## config.mk

```make
export PLATFORM = sky130hd
export DESIGN_NAME = hazard_control_unit
export DESIGN_NICKNAME = d
export VERILOG_FILES = /design/src/rtl/hazard_control_unit.sv
export SDC_FILE = /design/constraint.sdc
export NUM_CORES = 1
export LEC_CHECK = 0
export BUFFER_PORTS_ARGS = -buffer_cell sky130_fd_sc_hd__buf_4
export CAP_MARGIN = 20
export CORE_MARGIN = 8
export CORE_UTILIZATION = 32
export CTS_CLUSTER_SIZE = 10
export DETAILED_ROUTE_END_ITERATION = 10
export RECOVER_POWER = 50
export SLEW_MARGIN = 20
export SYNTH_ARGS = -nofsm -noshare
export SYNTH_HDL_FRONTEND = slang
export SYNTH_SLANG_ARGS = --single-unit
```

## constraint.sdc

```tcl
create_clock -name clk -period 2.55 [get_ports clk]
set_input_delay 0.1275 -clock clk [delete_from_list [all_inputs] [get_ports clk]]
set_output_delay 0.1275 -clock clk [all_outputs]
set_load 0.05 [all_outputs]
```

## src/rtl/hazard_control_unit.sv

```systemverilog
// Pipeline hazard controller: load-use stalls, branch/jump flushes, memory freeze,
// ALU operand forwarding selects and saturating stall/flush statistics.
module hazard_control_unit #(
  parameter int CNT_W = 16
) (
  input  logic             clk,
  input  logic             reset,
  input  logic [4:0]       ifid_rs_i,
  input  logic [4:0]       ifid_rt_i,
  input  logic             ifid_uses_rt_i,
  input  logic [4:0]       idex_rs_i,
  input  logic [4:0]       idex_rt_i,
  input  logic             idex_mem_read_i,
  input  logic [4:0]       idex_write_register_i,
  input  logic             exmem_reg_write_i,
  input  logic [4:0]       exmem_write_register_i,
  input  logic             memwb_reg_write_i,
  input  logic [4:0]       memwb_write_register_i,
  input  logic             branch_taken_i,
  input  logic             jmp_i,
  input  logic             mem_busy_i,
  input  logic             counters_clr_i,
  output logic             pc_enable_o,
  output logic             ifid_enable_o,
  output logic             ifid_flush_o,
  output logic             idex_flush_o,
  output logic [1:0]       forward_a_o,
  output logic [1:0]       forward_b_o,
  output logic [1:0]       state_o,
  output logic             hazard_error_o,
  output logic [CNT_W-1:0] stall_count_o,
  output logic [CNT_W-1:0] flush_count_o
);

  typedef enum logic [1:0] {
    RUN      = 2'b00,
    LU_STALL = 2'b01,
    FREEZE   = 2'b10
  } state_t;

  localparam logic [CNT_W-1:0] CNT_ONE = 1;

  state_t           r_state;
  logic             r_hazard_error;
  logic [CNT_W-1:0] r_stall_count;
  logic [CNT_W-1:0] r_flush_count;

  logic w_lu;
  logic w_rd;
  logic w_act_flush;
  logic w_act_stall;

  assign w_lu = idex_mem_read_i && (idex_write_register_i != 5'd0) &&
                ((idex_write_register_i == ifid_rs_i) ||
                 (ifid_uses_rt_i && (idex_write_register_i == ifid_rt_i)));
  assign w_rd = branch_taken_i || jmp_i;

  // Freeze masks both redirect and stall; redirect outranks a simultaneous load-use.
  assign w_act_flush = reset && !mem_busy_i && w_rd;
  assign w_act_stall = reset && !mem_busy_i && !w_rd && w_lu;

  function automatic logic [1:0] fwd_sel(input logic [4:0] src);
    if (exmem_reg_write_i && (exmem_write_register_i != 5'd0) &&
        (exmem_write_register_i == src))
      return 2'b10;
    else if (memwb_reg_write_i && (memwb_write_register_i != 5'd0) &&
             (memwb_write_register_i == src))
      return 2'b01;
    else
      return 2'b00;
  endfunction

  always_comb begin
    pc_enable_o   = 1'b0;
    ifid_enable_o = 1'b0;
    ifid_flush_o  = 1'b0;
    idex_flush_o  = 1'b0;
    forward_a_o   = 2'b00;
    forward_b_o   = 2'b00;
    if (reset) begin
      forward_a_o = fwd_sel(idex_rs_i);
      forward_b_o = fwd_sel(idex_rt_i);
      if (mem_busy_i) begin
        pc_enable_o   = 1'b0;
        ifid_enable_o = 1'b0;
      end else if (w_rd) begin
        pc_enable_o   = 1'b1;
        ifid_enable_o = 1'b1;
        ifid_flush_o  = 1'b1;
        idex_flush_o  = 1'b1;
      end else if (w_lu) begin
        idex_flush_o  = 1'b1;
      end else begin
        pc_enable_o   = 1'b1;
        ifid_enable_o = 1'b1;
      end
    end
  end

  // A second load-use hit while stalled means the bubble kept mem_read set.
  always_ff @(posedge clk or negedge reset) begin
    if (!reset) begin
      r_state        <= RUN;
      r_hazard_error <= 1'b0;
      r_stall_count  <= '0;
      r_flush_count  <= '0;
    end else begin
      if (mem_busy_i)
        r_state <= FREEZE;
      else if (w_act_stall)
        r_state <= LU_STALL;
      else
        r_state <= RUN;

      if ((r_state == LU_STALL) && w_lu && !mem_busy_i)
        r_hazard_error <= 1'b1;

      if (counters_clr_i) begin
        r_stall_count <= '0;
        r_flush_count <= '0;
      end else begin
        if (w_act_stall && (r_stall_count != '1))
          r_stall_count <= r_stall_count + CNT_ONE;
        if (w_act_flush && (r_flush_count != '1))
          r_flush_count <= r_flush_count + CNT_ONE;
      end
    end
  end

  assign state_o        = r_state;
  assign hazard_error_o = r_hazard_error;
  assign stall_count_o  = r_stall_count;
  assign flush_count_o  = r_flush_count;

endmodule

```

# --- Word-level counts from Yosys, hierarchy flattened ---
# Cells that the tools add are included.
classes:
  n_addsub: 2
  n_eq_ne: 9
  mux: 23
  reduce_logical: 26
ops:
  columns: ["op", "n"]
  rows:
  - ["$mux 16", 4]
  - ["$add 16x1->16 const B", 2]
  - ["$ne 16x16->1 const B", 2]
  - ["$eq 5x5->1", 6]
  - ["$logic_and 1x1->1", 17]
  - ["$reduce_bool 5->1", 3]
  - ["$mux 1", 14]
  - ["$mux 2", 5]
  - ["$reduce_bool 2->1", 2]
  - ["$eq 2x1->1 const B", 1]
  - ["$logic_not 1->1", 2]
  - ["$logic_or 1x1->1", 2]
totals:
  ff_bits: 35
  inputBits: 45
  out_inout_bits: 43

# --- Longest topological paths before layout ---
# Gate-level depths: netlist of the first run.
depth:
  word_depth: 8
  mapped_depth: 8

# --- Least setup slack after synthesis of the first run ---
# OpenSTA, ideal clock, no wires.
synth_timing:
  kind: "in2out"
  from: "in exmem_write_register_i[1]"
  to: "out forward_a_o[0]"
  arrival_ns: 2.479
  path_slack_ns: -0.056
  path_stages: 4
  n_path_buf: 0
  cell_sequence: "or4_1 > o21ai_0 > nor4_1 > nor4_1"
synth_between:
  elab_chain_len: 5
synth_lines:
  columns: ["item", "line", "source"]
  rows:
  - ["start, declared", "16", "input logic [4:0] exmem_write_register_i,"]
  - ["$reduce_bool 5->1", "63", "if (exmem_reg_write_i && (exmem_write_register_i != 5'd0) &&"]
  - ["$logic_and 1x1->1", "63", null]
  - ["$logic_and 1x1->1 (*)", "63", null]
  - ["$mux 2 (*)", "63", null]
  - ["$mux 2 (*)", "80", "if (reset) begin"]
  - ["end, declared", "27", "output logic [1:0] forward_a_o,"]
# Every way passes the cells marked *; elsewhere a longest branch is shown, timed or not.

# --- Final worst setup path of the first run ---
layout_timing:
  from: "in mem_busy_i"
  to: "reg r_stall_count[15], in the netlist stall_count_o[15]"
layout_between:
  elab_chain_len: 6
layout_lines:
  columns: ["item", "line", "source"]
  rows:
  - ["start, declared", "21", "input logic mem_busy_i,"]
  - ["$logic_not 1->1", "60", "assign w_act_stall = reset && !mem_busy_i && !w_rd && w_lu;"]
  - ["$logic_and 1x1->1 (3 in a row)", "60", null]
  - ["$logic_and 1x1->1", "122", "if (w_act_stall && (r_stall_count != '1))"]
  - ["$reduce_bool 2->1 (no line)", null, null]
  - ["end signal, assigned", "123", "r_stall_count <= r_stall_count + CNT_ONE;"]
  - ["end, declared", "45", "logic [CNT_W-1:0] r_stall_count;"]
# Every way passes these cells.
# A chain may end at the register's enable or synchronous reset.

==> results of run 1 <==
## cell usage in the layout, fill, tap and decap left out, types with 8 or more instances in the layout
master    synthesis  final
buf_4             1     66
clkbuf_1          2     22
nand4_1           8      8
xor2_1           25     25
nand3_1          18     18
or4_1             9      9
a21oi_1          12     12
nor2_1           27     27
nand2_1          16     16
xnor2_1          22     22
dfrtp_1          35     35
## cell families (layout without fill, tap and decap cells)
logic type / after synthesis / in the layout / synth area share (%)
flip-flops: 35 / 35 / 38.0
multiplexers: 7 / 7 / 3.26
buffers and inverters: 8 / 100 / 2.50
XOR/XNOR: 47 / 47 / 17.9
AO/OA/AOI/OAI: 30 / 30 / 9.29
AND/OR/NAND/NOR: 117 / 117 / 27.9
adder cells (fa/ha/maj): 2 / 2 / 1.09
## registers in the layout, summed over array words and instances, names as in the netlist
name,flops
flush_count_o,16
hazard_error_o,1
stall_count_o,16
state_o,2
## metal layers
| layer | GRT usage (%) | share of wire, % | up-vias |
|---|---|---|---|
| met5 | 0 | 0 | - |
| met4 | 3.26 | 0.45 | 0 |
| met3 | 3.66 | 4.9 | 2 |
| met2 | 22.8 | 52 | 46 |
| met1 | 14.0 | 42 | 998 |
| li1 | - | - | 1060 |
## critical path: stages
cell and delay (ns):
dlygate4sd3_1 0.53, clkbuf_1 0.13, and2b_2 0.25, o2111ai_2 0.15, a21oi_2 0.26, nand2_4 0.17, nor4_1 0.33, mux2_1 0.36
## layout make-up
type                            instances  area, µm²
Clock buffer                            8        100
Tap cell                               99        124
Multi-Input combinational cell        203       1380
Timing Repair Buffer                   90        599
Inverter                                2       7.51
Sequential cell                        35        876
Fill cell                             723       4020
## per-stage QoR
step	cell area (µm²)	total power, µW	setup WS [ns]	hold slack (ns)
detailed placement	3040	774	0.409	-0.0610
finish	3080	1200	0.381	0.180
floorplan	2310	668	0.0541	-0.168
global route	3080	1270	0.162	0.188
global placement	3040	773	0.453	-0.0610
CTS	3160	1230	0.392	0.177
## power by group through the flow
| stage | clock network, µW | logic, µW | registers (µW) |
|---|---|---|---|
| after floorplan | 0 | 88.2 | 580 |
| after global placement | 0 | 202 | 571 |
| after detailed placement | 0 | 203 | 571 |
| after CTS | 460 | 206 | 560 |
| after global routing | 491 | 217 | 560 |
| final | 442 | 200 | 560 |
## final timing paths
path                                       start                 to  cells after the start
worst max-delay path                  mem_busy_i  stall_count_o[15]                      8
worst min-delay path                       reset   flush_count_o[3]                      2
worst max register to register  stall_count_o[0]  stall_count_o[15]                      7
worst min register to register    hazard_error_o     hazard_error_o                      1
max in group asynchronous                  reset         state_o[1]                      3
min in group clk                  counters_clr_i  flush_count_o[12]                      2
## repair_timing
action,CTS,global route
hold buffers,2,0
hold endpoints to repair,36,0
gates resized for setup,0,0
buffers inserted,0,0
==> results.md, run 1 <==
- Total gr overflow: 0
- Antenna Nets Post-Route: 0
- Num CTS Buffers: 5
- Initial antenna violation count: 0
- Synth area leader: dfrtp_1
- CTS Root Cell: clkbuf_8
- Max-slew headroom: 38.8%
- I/O pin count: 88
- TNS Setup: 0 ns
- NetSw: 305 µW
- Fin crit period: 2.17 ns
- Global-route wire length before repair: 10300 µm
- Final setup fails: 0
- GP Congestion: 0.818
- Die ar.: 10200 µm²
- Sequential power share: 46.6%
- EDFF count, synth: 0
- Max-Cap Viols: 0
- Initial core utilization: 32.4%
- CP endpoint kind: register
- Fraction of layout instances using a drive strength above 1: 27.8%
- P_leak: 0.00132 µW
- Main synth FF type: dfrtp_1
- Synth top cells by count: dfrtp_1, nor2_1, xor2_1
- Top-count cell post-synth: dfrtp_1
- DR DRC count: 0
- DR WL/cell: 14.6 µm
- Seq/Total Area, Yosys: 38.0%
- Pwr Density: 390 nW/µm²
- Placed insts: 427
- Vias in the first global route: 2137
- Largest net degree at the start of global routing: 37
- Non-filler instance count after layout: 437
- GRT Util Overall: 12.6%
- Top cells by area, synth: dfrtp_1, xor2_1, xnor2_1
- Port Buffers: 87
- RSZ-0062 raised after global routing: false
- CTS tree: done
- Clock buffer depth: 2
- Distinct cells, synth: 46
- Synth top area share: 38.0%
- Vias: 2106
- VDD IR max: 161 µV
- Worst Clk Skew: 0.00595 ns
- Min-delay worst type: input port to asynchronous set/reset pin
- Req. time, crit path: 2.71 ns
- Die Ht: 101 µm
- CORE AREA: 7100 µm²
- Sw Ratio: 25.4%
- FMAX: 461 MHz
- Part of the power in combinational logic: 16.6%
- Clk slew on worst S/H paths: 0.07 ns
- Setup slack, reg-to-reg: 0.38 ns
- First-pass DRT Iterations: 4
- Tcrit/Tclk final: 85.1%
- Setup CP Type: input port to register
- Detail Placement HPWL: 5070 µm
- Post-Route Utilization: 43.4%
- Final wirelength: 6380 µm
- # diodes: 0
- Htree depth: 2
- Num rows: 31
- CP Data Arrival Time: 2.33 ns
- Mapped Cells: 246
- Clock Latency Late Sink: 0.28 ns
- Initial drt markers: 88
- Fraction of registers with async set/reset: 100%
- Synth Net Count: 293
- Tightest Pin Transition: 0.918 ns
- Slew Viols, Final: 0
- Clock sink total: 35
- Final Hold Viols: 0
- Nets: 384
- Synthesized area: 2300 µm²
- Worst setup SP type: input port
- Die Span X: 101 µm
- Int Pwr: 896 µW
- Crit Path Max Fanout: 19
- Avg Inst Size Synth: 9.36 µm²
- Synth warnings: 0
- Synth Register Bits: 35
- Clk pwr share: 36.8%
- Vias per cell: 4.82
- Status: complete, no violations
- Area delta synth->final: 33.9%
Note: power is estimated with default switching activity, not from simulation.
==> inputs of run 2 (changes only) <==
- clock period: 2.55 -> 1.8 ns (I/O delays scaled with it)
==> run 2 against run 1 <==
  * Count of clock-buffer cells in the layout fell by 1
  * Via count is 10% higher
  * Register-to-register slack got worse by 0.40 ns
  * First-iteration DRC count decreased by 36%
  * Core utilization up 6.8 points
  * Sequential share of layout area decreased by 3.2 points
  * Non-clock buffer count up 37
  * The run now ends with setup timing left
  * Clock power rose by 26%
  * Final cell count up 8.7%
  * Global-route usage is 1.8 points higher
  * Largest power group unchanged
  * Total power increased by 37%
==> results.md, run 2 (synthesized netlist as in run 1, its figures left out) <==
- Initial antenna violation count: 0
- First-pass DRT Iterations: 6
- Most common cell after layout, fill and taps aside: buf_4
- Worst setup path endpoint: stall_count_o[9]
- Initial drt markers: 56
- CTS tree: done
- GP Congestion: 0.871
- Final Instance Area: 3570 µm²
- Setup slack, reg-to-reg: -0.02 ns
- Max-Cap Viols: 0
- Nets: 422
- FMAX: 551 MHz
- Min-delay worst type: input port to register
- Num CTS Buffers: 5
- Die Span X: 101 µm
- Final WS setup: -0.0151 ns
- Clk slew on worst S/H paths: 0.07 ns
- DR DRC count: 0
- Worst setup SP type: register
- Crit Path Max Fanout: 7
- Status: complete, but fails checks
- VDD IR max: 261 µV
- Vias per cell: 4.90
- Most frequent cells in the layout: buf_4, nor2_1, xor2_1, xnor2_1
- Max-slew headroom: 55.8%
- Initial core utilization: 32.4%
- Total gr overflow: 0
- Antenna Nets Post-Route: 0
- Area delta synth->final: 54.9%
- R2R depth: 7
- Fin crit period: 1.82 ns
- Final wirelength: 7310 µm
- Largest net degree at the start of global routing: 37
- Tcrit/Tclk final: 101%
- Global-route wire length before repair: 11600 µm
- Fin Hold WS: 0.204 ns
- Fraction of layout instances using a drive strength above 1: 46.0%
- Clock sink total: 35
- CORE AREA: 7100 µm²
- Final Hold Viols: 0
- Reg2reg end: stall_count_o[9]
- Clock buffer depth: 2
- DR WL/cell: 15.4 µm
- Filler instances: 696
- CTS Root Cell: clkbuf_8
- Worst Clk Skew: 0.00373 ns
- CP endpoint kind: register
- GRT Util Overall: 14.5%
- R2r startpoint: stall_count_o[0]
- Num rows: 31
- # diodes: 0
- Tightest Pin Transition: 0.663 ns
- Setup CP Type: register to register
- Worst Hold Launch: mem_busy_i
- Pwr Density: 463 nW/µm²
- Final setup fails: 1
- Port Buffers: 87
- Die Ht: 101 µm
- Clock Latency Late Sink: 0.29 ns
- I/O pin count: 88
- RSZ-0062 raised after global routing: true
- Die ar.: 10200 µm²
- Htree depth: 2
- P_leak: 0.00154 µW
- Worst setup path start: stall_count_o[0]
- Vias: 2326
- Hold Path Stages: 3
- Slew Viols, Final: 0
- Detail Placement HPWL: 5630 µm
- Req. time, crit path: 2.02 ns
- DP Area: 3390 µm²
- CP Data Arrival Time: 2.03 ns
- Failing checks: setup timing
- Vias in the first global route: 2349
[run 2: cell types whose count changed in the layout (fill, tap and decap cells not counted), sizes merged]
cell,previous run,this run
buf,66,106
clkbuf,30,25
dlygate4sd3,2,3
clkinv,0,1
nand2,17,18
[run 2: how the worst min path moves through the flow]
stage	to	slack, ns
final	hazard_error_o	0.20
after global routing	hazard_error_o	0.22
after CTS	hazard_error_o	0.19
after detailed placement	state_o[0]	0.06
after global placement	hazard_error_o	0.06
after floorplan	flush_count_o[0]	-0.21
[run 2: layer usage]
layer  vias up  global-route usage (%)  wire [µm]
met5         -                       0          0
met4         0                    4.88        101
met3         9                    3.73        350
met2        55                    24.7       3700
met1      1122                    17.1       3150
li1       1140                       -          -
[run 2: what timing repair did]
action,CTS,global route
hold endpoints to repair,36,0
cloned,0,1
hold buffers,3,0
resized for setup,0,16
setup buffers,2,5
pin swaps,1,6
endpoints found under the setup margin,2,16
[run 2: cell type report]
class,instances,area (µm²),area share [%]
Clock buffer,7,76.3,2.14
Inverter,2,7.51,0.211
Multi-Input combinational cell,204,1560,43.6
Sequential cell,35,900,25.2
Clock inverter,1,5.00,0.140
Tap cell,99,124,3.47
Timing Repair Buffer,127,898,25.2
[run 2: per-stage QoR]
stage               util (%)  worst slack (ns)  setup TNS [ns]  power (µW)  instances
finish                  50.2           -0.0151         -0.0151        1650        475
global route            50.2           -0.0996          -0.456        1740        475
CTS                     49.5          0.000459               0        1690        469
detailed placement      47.7           0.00382               0        1110        456
global placement        47.7            0.0282               0        1110        456
floorplan                  -            -0.161          -0.597         951        246
[run 2: worst max-delay path: stages (launching register included)]
cell and delay [ns]:
dfrtp_2 0.43, ha_4 0.17, nand3_4 0.09, nor3_4 0.05
a21oi_4 0.19, nand2_4 0.13, or4_4 0.55, a21oi_2 0.13
[run 2: where the power goes]
group	internal, µW	leakage, µW	total, µW	switching, µW
clock	272	0.0000422	555	284
sequential	790	0.000455	793	3.50
combinational	137	0.00105	302	164
==> inputs of run 3 (changes only) <==
- RECOVER_POWER: 50 -> 100
- SKIP_CTS_REPAIR_TIMING: unset -> 1
==> run 3 against run 2 <==
  * The run still ends with setup timing left
  * Non-clock buffer count is 2 lower
  * Final cell count is 0.42% lower
  * Sequential share of layout area is 0.13 points higher
  * First-iteration DRC count is 7.1% higher
  * Cell area is 0.81% lower
  * Setup slack better by 0.0022 ns
  * Critical path depth stayed put
  * Via count is 0.90% lower
  * Register-to-register slack hardly changed
  * Clock skew hardly changed
  * Count of clock-buffer cells in the layout stayed put
  * Critical path type unchanged
==> results.md, run 3 (synthesized netlist as in run 1, its figures left out) <==
- Status: complete, but fails checks
- Failing checks: setup timing
- Setup CP Type: register to register
- Hold Path Stages: 3
- Non-filler instance count after layout: 473
- DP Area: 3390 µm²
- First-pass DRT Iterations: 4
- Area delta synth->final: 53.6%
- Worst Clk Skew: 0.00381 ns
- P_leak: 0.00153 µW
- Req. time, crit path: 2.02 ns
- FMAX: 552 MHz
- VDD IR max: 260 µV
- Global-route wire length before repair: 11500 µm
- Slew Viols, Final: 0
- Placed insts: 456
- Max incr delay on CP: 0.56 ns
- Most common cell after layout, fill and taps aside: buf_4
- Num rows: 31
- Vias: 2305
- Final WS setup: -0.0129 ns
- Crit Path Max Fanout: 7
- Final setup fails: 1
- Filler instances: 697
- R2R depth: 7
- Antenna Nets Post-Route: 0
- CORE AREA: 7100 µm²
- Clock Latency Late Sink: 0.29 ns
- Area of the multi-input gates: 1550 µm²
- RSZ-0062 raised after global routing: true
- Vias in the first global route: 2340
- Clock sink total: 35
- Max-Cap Viols: 0
- Fin crit period: 1.81 ns
- Final Hold Viols: 0
- Num CTS Buffers: 5
- Die ar.: 10200 µm²
- CP Data Arrival Time: 2.03 ns
- Tightest Pin Transition: 0.664 ns
- Die Ht: 101 µm
- Initial antenna violation count: 0
- Fraction of layout instances using a drive strength above 1: 44.4%
- GRT Util Overall: 14.3%
- Max-slew headroom: 55.7%
- Tcrit/Tclk final: 101%
- Initial drt markers: 60
- # diodes: 0
- Total gr overflow: 0
- Register area: 897 µm²
- Vias per cell: 4.87
- I/O pin count: 88
- Die Span X: 101 µm
- Port Buffers: 87
- Clock buffer depth: 2
- Htree depth: 2
- Final Instance Area: 3540 µm²
- CTS tree: done
- Clk slew on worst S/H paths: 0.07 ns
- Largest net degree at the start of global routing: 37
- Worst setup SP type: register
- Most frequent cells in the layout: buf_4, nor2_1, xor2_1, xnor2_1, clkbuf_1
- Nets: 420
- Critical-path cell list: ha_4 -> nand3_4 -> nor3_4 -> a21oi_4 -> nand2_4 -> or4_4 -> a21oi_2
- Final wirelength: 7270 µm
- Detail Placement HPWL: 5630 µm
- DR WL/cell: 15.4 µm
- CP endpoint kind: register
- Pwr Density: 465 nW/µm²
- CTS Root Cell: clkbuf_8
- DR DRC count: 0
- Min-delay worst type: input port to register
- GP Congestion: 0.871
- Slowest-stage cell, CP: or4_4
- Initial core utilization: 32.4%
-- run 3: layout make-up --
| type | count | area share (%) |
|---|---|---|
| Clock buffer | 7 | 2.16 |
| Clock inverter | 1 | 0.141 |
| Inverter | 2 | 0.212 |
| Multi-Input combinational cell | 204 | 43.8 |
| Sequential cell | 35 | 25.4 |
| Tap cell | 99 | 3.50 |
| Timing Repair Buffer | 125 | 24.9 |
-- run 3: through the flow --
step / total power [µW] / TNS, ns / worst slack, ns / hold slack, ns / util [%]
2_1_floorplan: 951 / -0.597 / -0.161 / -0.206 / -
3_3_place_gp: 1110 / 0 / 0.0282 / 0.0573 / 47.7
3_5_place_dp: 1110 / 0 / 0.00382 / 0.0575 / 47.7
4_1_cts: 1680 / -0.00674 / -0.00603 / -0.259 / 48.8
5_1_grt: 1740 / -0.706 / -0.0999 / 0.216 / 49.8
6_report: 1650 / -0.0129 / -0.0129 / 0.201 / 49.8
-- run 3: critical path: cells and delay by family (launching register included) --
kind	cells	cell delay, ns
AND/OR/NAND/NOR	4	0.83
AO/OA/AOI/OAI	2	0.32
adder cells (fa/ha/maj)	1	0.17
flip-flops	1	0.43
-- run 3: worst paths after layout --
path	from	endpoint	slack, ns
setup / recovery	stall_count_o[0]	stall_count_o[9]	-0.01
hold / removal	mem_busy_i	hazard_error_o	0.20
setup reg to reg	stall_count_o[0]	stall_count_o[9]	-0.01
hold reg to reg	hazard_error_o	hazard_error_o	0.47
max in group asynchronous	reset	flush_count_o[10]	0.59
min in group asynchronous	reset	hazard_error_o	0.53
-- run 3: routing by layer --
layer,track usage [%],vias up,part of all wire (%)
met2,24.2,65,50
met5,0,-,0
met1,17.0,1095,42
met4,4.88,0,1.4
met3,3.73,9,5.7
li1,-,1136,-
-- run 3: where the power goes --
| part | total (µW) | switching [µW] | internal (µW) | leakage [µW] |
|---|---|---|---|---|
| registers | 794 | 3.50 | 790 | 0.000458 |
| clock network | 552 | 280 | 272 | 0.0000422 |
| logic | 301 | 164 | 137 | 0.00103 |
